File: src/rtl/neuron_mac.sv
// Streamed multi-input neuron: y = act(round(bias + sum x*w)) with valid/ready handshakes,
// a one-stage multiply pipeline, saturating accumulation and vector-length checking.
module neuron_mac #(
    parameter int unsigned N_INPUTS  = 4,
    parameter int unsigned DATA_W    = 8,
    parameter int unsigned FRAC_BITS = 4,
    parameter int unsigned ACC_W     = 20,
    parameter bit          RELU_EN   = 1'b1
) (
    input  logic                     clk,
    input  logic                     rst,
    input  logic                     in_valid,
    output logic                     in_ready,
    input  logic signed [DATA_W-1:0] in_x,
    input  logic signed [DATA_W-1:0] in_w,
    input  logic signed [DATA_W-1:0] in_bias,
    input  logic                     in_last,
    output logic                     out_valid,
    input  logic                     out_ready,
    output logic signed [DATA_W-1:0] out_data,
    output logic                     out_sat,
    output logic                     out_len_err
);

    localparam int unsigned PROD_W = 2 * DATA_W;
    localparam int unsigned ACC_W1 = ACC_W + 1;
    localparam int unsigned CNT_W  = $clog2(N_INPUTS + 1);

    localparam logic [CNT_W-1:0]        CNT_LAST = CNT_W'(N_INPUTS - 1);
    localparam logic signed [ACC_W-1:0] ACC_MAX  = {1'b0, {(ACC_W - 1){1'b1}}};
    localparam logic signed [ACC_W-1:0] ACC_MIN  = {1'b1, {(ACC_W - 1){1'b0}}};
    localparam logic signed [ACC_W:0]   HALF     = ACC_W1'(2 ** (FRAC_BITS - 1));
    localparam logic signed [ACC_W:0]   OUT_MAX  = ACC_W1'(2 ** (DATA_W - 1) - 1);
    localparam logic signed [ACC_W:0]   OUT_MIN  = ~OUT_MAX;
    localparam logic [DATA_W-1:0]       D_MAX    = {1'b0, {(DATA_W - 1){1'b1}}};
    localparam logic [DATA_W-1:0]       D_MIN    = {1'b1, {(DATA_W - 1){1'b0}}};

    typedef enum logic [1:0] {StIdle, StAccum, StFlush, StResult} state_t;

    state_t                   state;
    logic signed [ACC_W-1:0]  acc;
    logic signed [PROD_W-1:0] prod_reg;
    logic                     prod_vld;
    logic [CNT_W-1:0]         cnt;
    logic                     sat_flag;
    logic                     len_err_flag;
    logic                     valid_reg;

    logic signed [PROD_W-1:0] prod_next;
    logic signed [ACC_W-1:0]  bias_aligned;
    logic signed [ACC_W:0]    sum_wide;
    logic                     sum_clip;
    logic signed [ACC_W-1:0]  sum_sat;
    logic signed [ACC_W:0]    rnd_wide;
    logic signed [ACC_W:0]    r_shift;
    logic signed [ACC_W:0]    r_act;
    logic                     out_clip;

    assign prod_next    = PROD_W'(in_x) * PROD_W'(in_w);
    assign bias_aligned = ACC_W'(in_bias) <<< FRAC_BITS;

    // One extra bit of headroom exposes overflow as a mismatch of the top two bits.
    assign sum_wide = ACC_W1'(acc) + ACC_W1'(prod_reg);
    assign sum_clip = sum_wide[ACC_W] != sum_wide[ACC_W-1];
    assign sum_sat  = sum_clip ? (sum_wide[ACC_W] ? ACC_MIN : ACC_MAX) : sum_wide[ACC_W-1:0];

    // Round half toward +inf, optional ReLU, then clip into the output range.
    assign rnd_wide = ACC_W1'(acc) + HALF;
    assign r_shift  = rnd_wide >>> FRAC_BITS;
    assign r_act    = (RELU_EN && r_shift[ACC_W]) ? '0 : r_shift;
    assign out_clip = (r_act > OUT_MAX) || (r_act < OUT_MIN);

    always_comb begin
        out_data = r_act[DATA_W-1:0];
        if (out_clip) begin
            out_data = r_act[ACC_W] ? D_MIN : D_MAX;
        end
    end

    assign in_ready    = (state == StIdle) || (state == StAccum);
    assign out_valid   = valid_reg;
    assign out_sat     = valid_reg && (sat_flag || out_clip);
    assign out_len_err = valid_reg && len_err_flag;

    always_ff @(posedge clk) begin
        if (rst) begin
            state        <= StIdle;
            acc          <= '0;
            prod_reg     <= '0;
            prod_vld     <= 1'b0;
            cnt          <= '0;
            sat_flag     <= 1'b0;
            len_err_flag <= 1'b0;
            valid_reg    <= 1'b0;
        end else begin
            case (state)
                StIdle: begin
                    if (in_valid) begin
                        acc          <= bias_aligned;
                        cnt          <= CNT_W'(1);
                        prod_reg     <= prod_next;
                        prod_vld     <= 1'b1;
                        sat_flag     <= 1'b0;
                        len_err_flag <= (N_INPUTS == 1) && !in_last;
                        state        <= (in_last || N_INPUTS == 1) ? StFlush : StAccum;
                    end
                end
                StAccum: begin
                    if (prod_vld) begin
                        acc <= sum_sat;
                        if (sum_clip) sat_flag <= 1'b1;
                    end
                    prod_vld <= in_valid;
                    if (in_valid) begin
                        prod_reg <= prod_next;
                        cnt      <= cnt + CNT_W'(1);
                        if (in_last || cnt == CNT_LAST) begin
                            state <= StFlush;
                            if (!in_last) len_err_flag <= 1'b1;
                        end
                    end
                end
                StFlush: begin
                    if (prod_vld) begin
                        acc <= sum_sat;
                        if (sum_clip) sat_flag <= 1'b1;
                    end
                    prod_vld  <= 1'b0;
                    valid_reg <= 1'b1;
                    state     <= StResult;
                end
                StResult: begin
                    if (out_ready) begin
                        valid_reg    <= 1'b0;
                        sat_flag     <= 1'b0;
                        len_err_flag <= 1'b0;
                        state        <= StIdle;
                    end
                end
                default: state <= StIdle;
            endcase
        end
    end

endmodule

File: config.mk
export PLATFORM = sky130hd
export DESIGN_NAME = neuron_mac
export DESIGN_NICKNAME = d
export VERILOG_FILES = /design/src/rtl/neuron_mac.sv
export SDC_FILE = /design/constraint.sdc
export NUM_CORES = 1
export LEC_CHECK = 0
export ABC_AREA = 1
export CORE_MARGIN = 2
export CORE_UTILIZATION = 35
export CTS_CLUSTER_DIAMETER = 50
export DETAILED_ROUTE_END_ITERATION = 10
export PLACE_DENSITY = 0.55
export SKIP_CTS_REPAIR_TIMING = 1
export SLEW_MARGIN = 10
export SYNTH_ARGS = -nofsm -noshare
export SYNTH_HDL_FRONTEND = slang
export SYNTH_SLANG_ARGS = --single-unit
File: constraint.sdc
create_clock -name clk -period 7.55 [get_ports clk]
set_clock_uncertainty 0.15 [all_clocks]
set_input_delay 1.51 -clock clk [delete_from_list [all_inputs] [get_ports clk]]
set_output_delay 1.51 -clock clk [all_outputs]
set_load 0.02 [all_outputs]
==> results.ini <==
[worst_setup_path]
reg2reg_from=state[0]$_SDFFE_PP0P_
criticalPathCategory=in -> reg
critical_path.reg2reg.endpoint=acc[16]$_SDFFE_PP0P_
ff2ff_path_depth=11
worstSetupEndpointType=flip-flop
crit_start=in_w[7]
worst-path-max-fanout=8
cp.arrival_ps=6020
r2r_slack_ps=4770
cp-start-kind=input pin
cp_data_required_time_ps=7600

[yosys]
synth_xor_xnor_area_share=0.0443
ys_seq_elements=45
syn_area_per_cell_um2=6.75
yosysUniqueCellTypes=46
synthesis_warnings=0
asyncSetResetFlopFracSynth=0
synth_top_family_by_area=adder cells
cell_types_with_the_largest_area_share_after_synthesis=sky130_fd_sc_hd__fa_1 18%, sky130_fd_sc_hd__dfxtp_1 14%, sky130_fd_sc_hd__nand2_1 14%
synthDominantAreaCellType=sky130_fd_sc_hd__fa_1
synthesis.area_mm2=0.00632
synth_simple_gate_area_share=0.269
synth-edff-count=0
yosys.cell_count.top_type=sky130_fd_sc_hd__nand2_1
synth_common_cells=229 x sky130_fd_sc_hd__nand2_1, 190 x sky130_fd_sc_hd__inv_1, 84 x sky130_fd_sc_hd__nor2_1, 58 x sky130_fd_sc_hd__ha_1, 56 x sky130_fd_sc_hd__fa_1
yosys_most_used_dff=sky130_fd_sc_hd__dfxtp_1
synthMuxAreaShare=0
part_of_the_yosys_area_used_for_sequential_elements=0.142
synth-compound-area-share=0.116
synth.net_count=1080
netlist.area_leader.share=0.177
yosys.area_share.adder=0.292
synthCells=937

[sta]
finalHoldViolations=0
fmax_ghz=0.168
finalSetupTns_ps=0
setup_repair_after_global_routing_missed_its_margin=false
finalCritPeriodShare=0.791
slew_violations=0
relSlewSlack=0.396
fin_ws_ps=1580
period_needed_ps=5970
worst_slew_pin_slew_ps=903
total_setup_violations_reported_at_the_end_of_the_flow=0

[global_routing]
grt_max_degree=27
grt-ovfl-total=0
grt_pass1_wl_um=26500
grt_use_total=0.167
grt_antenna_before_repair=0
vias_in_the_first_global_route=5566

[route]
first_pass_iters=5
postRouteWirelength_um=15400
viasPerCell=4.69
detail-route-antenna-nets=0
post-route-drc-count=0
routed-via-count=5572
drt-initial-drc-count=330
route.detailed.wl_per_inst_um=12.9

[clock_tree]
tritoncts.num_buffers=5
cts_buffer_depth=2
clk-insertion-delay-late_ps=300
root_buffer=sky130_fd_sc_hd__clkbuf_16
cts.clk_slew.worst_paths_ps=70
tritoncts_clock_tree=built
clock_sinks=45
cts-htree-levels=2

[hold_path]
min-delay-start=cnt[1]$_SDFFE_PP0P_
hold_end=cnt[1]$_SDFFE_PP0P_
hold_path_depth=2
classification_of_the_worst_slack_hold_path=reg -> reg

[place]
dp_worst_setup_slack_ps=1240
hpwl_um=12800
place.gp.congestion=0.861
place.port_buffers=39

[cells_and_area]
num-fill-cells=1901
share_of_layout_cells_above_drive_strength_1=0.0511
layout.nets=1101
largest_reg_flops=20
area_used_by_multi_input_combinational_logic_mm2=0.00457
sequential_cell_area_um2=901
layout-area-overhead-vs-synth_pct=11.5
num_antenna_cells=0

[pwr]
cellPowerDensity_mw_per_mm2=363
leakagePower_nw=3.82
worst_ir_drop_vdd_uv=119

[floorplanning]
placeableCoreArea_mm2=0.0178
die_area_mm2=0.0192
fp.dieW_um=138
std_cell_rows=49
die_h_um=138
start_util=0.354
num_io_pins=41

[flow_run]
cap_violations=0

[outcome]
outcome=completed

==> stage by stage <==
stage / util / hold slack [ps] / power, W / instance area [um2] / instances
2_1_floorplan: - / 284 / 0.00188 / 6320 / 937
3_3_place_gp: 0.387 / 304 / 0.00234 / 6900 / 1180
3_5_place_dp: 0.387 / 307 / 0.00234 / 6900 / 1180
4_1_cts: 0.395 / 317 / 0.00258 / 7050 / 1188
5_1_grt: 0.395 / 335 / 0.00287 / 7050 / 1188
6_report: 0.395 / 315 / 0.00256 / 7050 / 1188
==> layer usage <==
layer,wire (um),vias up,track usage
met3,304,10,0.0163
met2,7640,56,0.304
met5,0,-,0
li1,-,2924,-
met4,150,0,0.0365
met1,7270,2582,0.215
==> layout by cell type (no fill, tap or decap), types with 2 or more instances in the layout <==
cell type                           n
sky130_fd_sc_hd__clkbuf_16          5
sky130_fd_sc_hd__nand3_1           38
sky130_fd_sc_hd__clkdlybuf4s50_1   39
sky130_fd_sc_hd__o21ai_0           42
sky130_fd_sc_hd__ha_1              58
sky130_fd_sc_hd__nor2_1            84
sky130_fd_sc_hd__xor2_1            19
sky130_fd_sc_hd__o21bai_1           5
sky130_fd_sc_hd__a211oi_1           2
sky130_fd_sc_hd__nand4_1           10
sky130_fd_sc_hd__xnor2_1           13
sky130_fd_sc_hd__a21oi_2           14
sky130_fd_sc_hd__o21ai_1            2
sky130_fd_sc_hd__buf_4              2
sky130_fd_sc_hd__nor3_1             8
sky130_fd_sc_hd__or2_2              4
sky130_fd_sc_hd__a21oi_1           52
sky130_fd_sc_hd__nand2_2            2
sky130_fd_sc_hd__nand2_4            2
sky130_fd_sc_hd__nand3_2            3
sky130_fd_sc_hd__inv_1            190
sky130_fd_sc_hd__nand2_1          229
sky130_fd_sc_hd__inv_2              5
sky130_fd_sc_hd__nand3b_1           5
sky130_fd_sc_hd__and2_1             3
sky130_fd_sc_hd__fa_1              56
sky130_fd_sc_hd__inv_6              2
sky130_fd_sc_hd__dfxtp_1           45
sky130_fd_sc_hd__nor3_4             2
==> cell type report <==
class,instances,area share
Clock inverter,3,0.00355
Sequential cell,45,0.128
Multi-Input combinational cell,669,0.648
Tap cell,229,0.0406
Clock buffer,5,0.0177
Inverter,196,0.105
Timing Repair Buffer,41,0.0575
==> kinds of logic (layout without fill, tap and decap cells) <==
kind of cell               after synthesis  in the layout
other                                    1              1
DFF                                     45             45
and+or+nand+nor                        396            396
buffers and inverters                  223            245
adders and majority gates              114            114
AOI/OAI and AO/OA                      126            126
xor gates and xnor gates                32             32
==> how the worst max path moves through the flow <==
stage / slack, ps / to / depth (start not counted)
after global placement: 1290 / prod_reg[13]$_SDFFE_PP0P_ / 19
after detailed placement: 1240 / prod_reg[13]$_SDFFE_PP0P_ / 19
after global routing: 1250 / prod_reg[12]$_SDFFE_PP0P_ / 19
final: 1580 / prod_reg[13]$_SDFFE_PP0P_ / 19
after CTS: 1550 / prod_reg[13]$_SDFFE_PP0P_ / 19
after floorplan: 1910 / prod_reg[13]$_SDFFE_PP0P_ / 18
==> worst max-delay path, stage by stage <==
cell                              delay (ps)
sky130_fd_sc_hd__clkdlybuf4s50_1         510
sky130_fd_sc_hd__inv_1                   130
sky130_fd_sc_hd__or2_2                   310
sky130_fd_sc_hd__fa_1                    510
sky130_fd_sc_hd__fa_1                    540
sky130_fd_sc_hd__inv_1                    50
sky130_fd_sc_hd__fa_1                    520
sky130_fd_sc_hd__inv_1                    50
sky130_fd_sc_hd__fa_1                    520
sky130_fd_sc_hd__inv_1                    40
sky130_fd_sc_hd__ha_1                    340
sky130_fd_sc_hd__nand2_1                  90
sky130_fd_sc_hd__inv_1                    60
sky130_fd_sc_hd__a21oi_1                  80
sky130_fd_sc_hd__o21ai_0                 280
sky130_fd_sc_hd__a21oi_1                 130
sky130_fd_sc_hd__xor2_1                  150
sky130_fd_sc_hd__o21ai_0                 150
sky130_fd_sc_hd__inv_1                    50
==> power breakdown <==
part | total, W | switching (W) | internal, W | leakage [nW]
logic | 0.00189 | 0.00117 | 0.000714 | 3.38
clock network | 0.000232 | 0.000107 | 0.000125 | 0.0708
registers | 0.000441 | 0.000111 | 0.000329 | 0.371
total | 0.00256 | 0.00139 | 0.00117 | 3.82
(Power assumes the default switching activity.)
